[config.mk]
export PLATFORM = sky130hd
export DESIGN_NAME = bus_arbiter
export DESIGN_NICKNAME = d
export VERILOG_FILES = /design/src/rtl/bus_arbiter.sv
export SDC_FILE = /design/constraint.sdc
export NUM_CORES = 1
export LEC_CHECK = 0
export BUFFER_PORTS_ARGS = -buffer_cell sky130_fd_sc_hd__buf_2
export CORE_AREA = 2 2 39 41
export CTS_CLUSTER_SIZE = 16
export DETAILED_ROUTE_END_ITERATION = 16
export DIE_AREA = 0 0 41 43
export PLACE_DENSITY = 0.52
export SLEW_MARGIN = 40
export SYNTH_ARGS = -nofsm -noshare
export SYNTH_HDL_FRONTEND = slang
export SYNTH_SLANG_ARGS = --single-unit
[constraint.sdc]
create_clock -name Clk -period 2.25 [get_ports Clk]
set_input_delay 0.45 -clock Clk [delete_from_list [all_inputs] [get_ports Clk]]
set_output_delay 0.45 -clock Clk [all_outputs]
set_load 0.01 [all_outputs]
[src/rtl/bus_arbiter.sv]
`default_nettype none
// ============================================================================
//  Module   : bus_arbiter
//  Purpose  : Round-robin bus arbiter between the CPU and NUM_CH bus-master
//             channels. Requests the bus from the CPU (CPU_Hold/CPU_Ack),
//             then grants one channel at a time until no eligible request
//             remains, after which the bus is handed back to the CPU.
//  Options  : ARB_TIMEOUT_EN - when defined, a grant is revoked after
//             MAX_HOLD cycles and the offending channel is masked until its
//             request drops. When undefined, grants are held indefinitely and
//             Timeout is constant 0.
//  Revision : 1.0 - initial release
// ============================================================================
module bus_arbiter #(
    parameter  int NUM_CH   = 2,
    parameter  int MAX_HOLD = 256,
    localparam int IDW      = (NUM_CH > 1) ? $clog2(NUM_CH) : 1
) (
    input  logic              Clk,
    input  logic              Rst_n,
    input  logic [NUM_CH-1:0] Req,
    output logic [NUM_CH-1:0] Gnt,
    output logic [IDW-1:0]    Gnt_Id,
    output logic              CPU_Hold,
    input  logic              CPU_Ack,
    output logic              Busy,
    output logic              Timeout
);

    // Control states. RELEASE waits for the CPU to withdraw its acknowledge.
    typedef enum logic [2:0] {
        S_IDLE    = 3'd0,
        S_REQ_BUS = 3'd1,
        S_GRANT   = 3'd2,
        S_ARB     = 3'd3,
        S_RELEASE = 3'd4
    } state_t;

    state_t             state_q, state_d;
    logic [IDW-1:0]     last_q, last_d;     // most recently granted channel

    // Output registers: the visible outputs trail the state by one cycle.
    logic [NUM_CH-1:0]  gnt_q, gnt_d;
    logic [IDW-1:0]     gnt_id_q, gnt_id_d;
    logic               hold_q, hold_d;
    logic               timeout_q, timeout_d;

    logic [NUM_CH-1:0]  elig;               // requests allowed to compete
    logic               win_found;
    logic [IDW-1:0]     win_idx;
    logic [IDW-1:0]     rr_idx;
    logic               cur_req;            // request of the granted channel
    logic               abort;              // CPU withdrew the bus mid-grant
    logic               to_fire;            // hold limit reached this cycle
    logic               to_pend;            // revocation happened last edge

    // Wrap-around increment over the channel index range.
    function automatic logic [IDW-1:0] nxt_idx(input logic [IDW-1:0] x);
        if (x == IDW'(NUM_CH - 1)) begin
            return '0;
        end
        return x + IDW'(1);
    endfunction

    assign cur_req = Req[last_q];
    assign abort   = (state_q == S_GRANT) && !CPU_Ack;

`ifdef ARB_TIMEOUT_EN
    localparam logic [15:0] HOLD_LAST = 16'(MAX_HOLD - 1);

    logic [15:0]        hold_cnt_q, hold_cnt_d;
    logic [NUM_CH-1:0]  mask_q, mask_d;
    logic               to_q;

    assign elig    = Req & ~mask_q;
    assign to_fire = (state_q == S_GRANT) && CPU_Ack && cur_req &&
                     (hold_cnt_q == HOLD_LAST);
    assign to_pend = to_q;

    // Hold counter restarts on every grant entry; masks follow revocations.
    always_comb begin
        hold_cnt_d = hold_cnt_q;
        if ((state_q != S_GRANT) && (state_d == S_GRANT)) begin
            hold_cnt_d = '0;
        end else if (state_q == S_GRANT) begin
            hold_cnt_d = hold_cnt_q + 16'd1;
        end

        // A masked channel stays masked only while it keeps requesting.
        mask_d = mask_q & Req;
        if (to_fire) begin
            mask_d[last_q] = 1'b1;
        end
    end

    // Timeout bookkeeping registers.
    always_ff @(posedge Clk or negedge Rst_n) begin
        if (!Rst_n) begin
            hold_cnt_q <= '0;
            mask_q     <= '0;
            to_q       <= 1'b0;
        end else begin
            hold_cnt_q <= hold_cnt_d;
            mask_q     <= mask_d;
            to_q       <= to_fire;
        end
    end
`else
    logic [15:0] unused_max_hold;

    assign elig            = Req;
    assign to_fire         = 1'b0;
    assign to_pend         = 1'b0;
    assign unused_max_hold = 16'(MAX_HOLD);
`endif

    // Round-robin search starting one past the last granted channel.
    always_comb begin
        win_found = 1'b0;
        win_idx   = '0;
        rr_idx    = nxt_idx(last_q);
        for (int k = 0; k < NUM_CH; k++) begin
            if (!win_found && elig[rr_idx]) begin
                win_found = 1'b1;
                win_idx   = rr_idx;
            end
            rr_idx = nxt_idx(rr_idx);
        end
    end

    // Next-state logic; the pointer moves whenever a new grant is issued.
    always_comb begin
        state_d = state_q;
        last_d  = last_q;
        case (state_q)
            S_IDLE: begin
                if (|elig) begin
                    state_d = S_REQ_BUS;
                end
            end
            S_REQ_BUS: begin
                if (!win_found) begin
                    state_d = S_RELEASE;
                end else if (CPU_Ack) begin
                    state_d = S_GRANT;
                    last_d  = win_idx;
                end
            end
            S_GRANT: begin
                if (!CPU_Ack) begin
                    state_d = S_RELEASE;
                end else if (!cur_req || to_fire) begin
                    state_d = S_ARB;
                end
            end
            S_ARB: begin
                if (!CPU_Ack || !win_found) begin
                    state_d = S_RELEASE;
                end else begin
                    state_d = S_GRANT;
                    last_d  = win_idx;
                end
            end
            S_RELEASE: begin
                if (!CPU_Ack) begin
                    state_d = S_IDLE;
                end
            end
            default: begin
                state_d = S_IDLE;
            end
        endcase
    end

    // Output decode; an abort drops the grant without the usual delay.
    always_comb begin
        gnt_d    = '0;
        gnt_id_d = '0;
        if ((state_q == S_GRANT) && !abort) begin
            gnt_d[last_q] = 1'b1;
            gnt_id_d      = last_q;
        end
        hold_d    = (state_q == S_REQ_BUS) || (state_q == S_GRANT) ||
                    (state_q == S_ARB);
        timeout_d = to_pend;
    end

    // State and pointer registers.
    always_ff @(posedge Clk or negedge Rst_n) begin
        if (!Rst_n) begin
            state_q <= S_IDLE;
            last_q  <= IDW'(NUM_CH - 1);
        end else begin
            state_q <= state_d;
            last_q  <= last_d;
        end
    end

    // Registered outputs.
    always_ff @(posedge Clk or negedge Rst_n) begin
        if (!Rst_n) begin
            gnt_q     <= '0;
            gnt_id_q  <= '0;
            hold_q    <= 1'b0;
            timeout_q <= 1'b0;
        end else begin
            gnt_q     <= gnt_d;
            gnt_id_q  <= gnt_id_d;
            hold_q    <= hold_d;
            timeout_q <= timeout_d;
        end
    end

    assign Gnt      = gnt_q;
    assign Gnt_Id   = gnt_id_q;
    assign CPU_Hold = hold_q;
    assign Timeout  = timeout_q;
    assign Busy     = (state_q != S_IDLE);

endmodule
`default_nettype wire

# [After elaboration in Yosys (flattened, before gate mapping)]
# Cells that the tools add are included.
[classes] addsub=2 muxes=32 n_reduce_logical=17 n_eq_ne=11 magnitude_cmp=4
[op_table] cell="2-to-1 mux 1 bit" n=21
[op_table] cell="2-to-1 mux 3 bit" n=7
[op_table] cell="case mux 3 bit (5 select lines)" n=1
[op_table] cell="inequality test 2 bit, second input constant" n=5
[op_table] cell="AND reduction 4 bit" n=2
[op_table] cell="equality test 3 x 2 -> 1 bit, second input constant" n=2
[op_table] cell="< comparator 1 x 2 -> 1 bit, second input constant" n=3
[op_table] cell="inequality test 3 bit, second input constant" n=2
[op_table] cell="logical AND 1 bit" n=4
[op_table] cell="zero test 1 bit" n=4
[op_table] cell="equality test 3 x 1 -> 1 bit, second input constant" n=1
[op_table] cell="equality test 3 bit, second input constant" n=1
[op_table] cell="zero test 3 bit" n=1
[op_table] cell="logical OR 1 bit" n=3
[op_table] cell="nonzero test 3 bit" n=1
[op_table] cell="adder 1 bit, second input constant" n=2
[op_table] cell="2-to-1 mux 2 bit" n=1
[op_table] cell="case mux 1 bit (2 select lines)" n=1
[op_table] cell="nonzero test 2 bit" n=1
[op_table] cell="OR reduction 2 bit" n=1
[op_table] cell="demux 1 bit (select 1 bit)" n=1
[op_table] cell=">= comparator 1 bit, second input constant" n=1
[totals] input_bits=5 ff_bits=8

# [Logic depth before layout (Yosys ltp)]
[depth] word_depth=12 depth_mapped=3

# [Worst setup path before layout]
# Ideal clock, no wire load.
[synth_path] path_type="register to output" startpoint="register state_q[2]" endpoint="output Busy" path_stages_with_launch=2 n_path_buf=0 arrival_ps=818 slack_ps=982 required_ps=1800 cell_sequence="dfrtp_1 -> or3_1"
[synth_between] elab_chain_len=1
[synth_rtl] item="start: declaration" line_no="39" source="state_t state_q, state_d;"
[synth_rtl] item="start signal: assignment" line_no="194" source="state_q <= state_d;"
[synth_rtl] item="nonzero test 3 bit" line_no="218" source="assign Busy = (state_q != S_IDLE);"
[synth_rtl] item="end: declaration" line_no="26" source="output logic Busy,"
# Every way passes these cells.

# [Final worst setup path]
# Same ends and word-level chain as after synthesis.

==> reports/metrics.cfg <==
[outcome]
status = complete, no violations

[floorplan]
initial_core_util = 0.2306
placementRows = 14
die_area_sq_um = 1763
die_height_um = 43
ioPinCount = 11
core_area_sq_um = 1384
die_w_um = 41

[sta]
finalSetupViolCount = 0
finalHoldViolCount = 0
drv_slew = 0
clock.fmax_mhz = 608.0
finalCriticalPeriod_ns = 1.645
whs_ns = 0.02498
rsz0062_at_grt = false
fin_setup_tns_ns = 0
post-route-period-util = 0.7309
fin_skew_ns = 0.001097

[clock_network]
h-tree-depth = 1
cts_tree = done
cts_hold_buf = 0
clkSinkCount = 7
cts_resized = 0
cts.path.max_buffers = 2
post_cts_buffers = 0
clockRootBuffer = clkbuf_4
clk_latency_ns = 0.25
cts_buffers = 3
clk_pin_slew_ns = 0.05

[detailed_routing]
drt-vias-per-instance = 4.482
drc = 0
wl_per_cell_um = 10.13
wl_um = 567
drt_iter0_markers = 12
ant_nets = 0
first_pass_iters = 5
via_count = 251

[final_layout]
nets = 46
fin_util = 0.2857
fillCellCount = 151
layout.area.seq_sq_um = 176.4
final_common_cell = buf_2
area_growth_pct = 23.92
layout-drive-gt1-share = 0.3250
insertedDiodeCount = 0
layout_common_cells = buf_2, dfrtp_1, clkbuf_4
multi_input_area_sq_um = 123.9

[logic_synthesis]
ys_seq_area_frac = 0.5529
synth_area_leaders = dfrtp_1, dfstp_2, buf_4
synth_compound_area_frac = 0.1294
ys_ff_latch = 7
synthesis.nets = 34
synth_xor_area_frac = 0
synth_cells = 29
synth_cell_type_count = 21
synth.top_cell.area_share = 0.4706
synth.mux.area_fraction = 0.03137
synthAdderAreaFrac = 0
synthSimpleGateAreaFrac = 0.2157
syn_area_per_cell_sq_um = 11.00
synth_top_family_by_area = simple AND/OR/NAND/NOR gates
yosys.area.top_type = dfrtp_1
yosysWarnings = 0
netlist_area_sq_um = 319.1

[grt]
grt_usage = 0.08198
grt-ovfl-total = 0
grt_max_degree = 9
grt_pass1_vias = 217
grt_pass1_wl_um = 869
antenna_found_initial = 0

[worst_setup_path]
crit_fanout = 7
critPathCaptureType = output pin
critPathArrivalTime_ns = 1.19
criticalPathCategory = reg -> out
cp_data_required_time_ns = 1.80
crit_path_start_kind = flip-flop

[place]
dpl.hpwl_um = 435
io_buffers = 9
routabilityCongestion = 0.7139

[min_path]
hold_path_class = in -> async

[pwr]
p_per_area_nw_per_um2 = 1253
peakVddDrop_mv = 0.3908
leakage_nw = 0.1930

[flow_run]
drv_cap = 0

[through the flow]
step / instances / worst slack (ns) / total power [W] / cell area (sq um)
finish: 56 / 0.6054 / 0.0004954 / 395.4
detailed placement: 52 / 0.8709 / 0.0003859 / 369.1
global placement: 52 / 0.8675 / 0.0003878 / 369.1
CTS: 56 / 0.5996 / 0.0005007 / 395.4
floorplan: 29 / 0.9818 / 0.0003331 / 319.1
global route: 56 / 0.5538 / 0.0005334 / 395.4
[Yosys cell counts]
master and number:
a31oi_1 1, buf_4 2, inv_1 1, nand3_1 2, nor3b_1 1, and2b_1 1
nand2b_1 1, o21bai_1 1, a21oi_1 1, dfstp_2 1, o21ai_1 1, and4b_1 1
a221oi_1 1, dfrtp_1 6, conb_1 1, nor2_1 2, mux2i_1 1, nor4b_1 1
a41oi_1 1, nor3_1 1, or3_1 1
[layer usage]
metal  GRT usage  vias to the layer above  share of wire
met5           0                        -              0
met4      0.1000                        0              0
met3     0.03141                        0          0.086
met2     0.09375                       14           0.41
met1     0.09901                      109           0.50
li1            -                      128              -
[critical path, stage by stage (launching register included)]
cell     delay, ns
dfrtp_1       0.43
or3_1         0.37
buf_2         0.14
[layout make-up]
type / count / area share
sequential: 7 / 0.4462
multi-input combinational: 19 / 0.3133
tap: 16 / 0.05063
timing repair buffer: 9 / 0.1139
clock buffer: 4 / 0.06646
inverter: 1 / 0.009494
[path summary, 6_finish.rpt]
| path | to | slack, ns | cells past startpoint | startpoint |
|---|---|---|---|---|
| min | CPU_Hold | 0.02 | 1 | Rst_n |
| max in group asynchronous | async pin | 2.00 | 1 | Rst_n |
| max reg2reg | state_q[0] | 1.05 | 3 | flip-flop |
| min in group Clk | flip-flop | 0.43 | 2 | Req[0] |
| min reg2reg | CPU_Hold | 0.55 | 1 | state_q[2] |
| max | Busy | 0.61 | 2 | state_q[2] |
[report_power, final]
group	internal (W)	switching (W)
combinational	0.0000785	0.0000671
clock	0.0000675	0.0000439
sequential	0.000180	0.0000585
[cells by family (layout without fill, tap and decap cells)]
group | Yosys count | in the layout
multiplexers | 1 | 1
AND/OR/NAND/NOR | 11 | 11
buffers and inverters | 3 | 14
AO/OA/AOI/OAI | 6 | 6
other | 1 | 1
flip-flops | 7 | 7
Power figures use the tool's default switching activity.
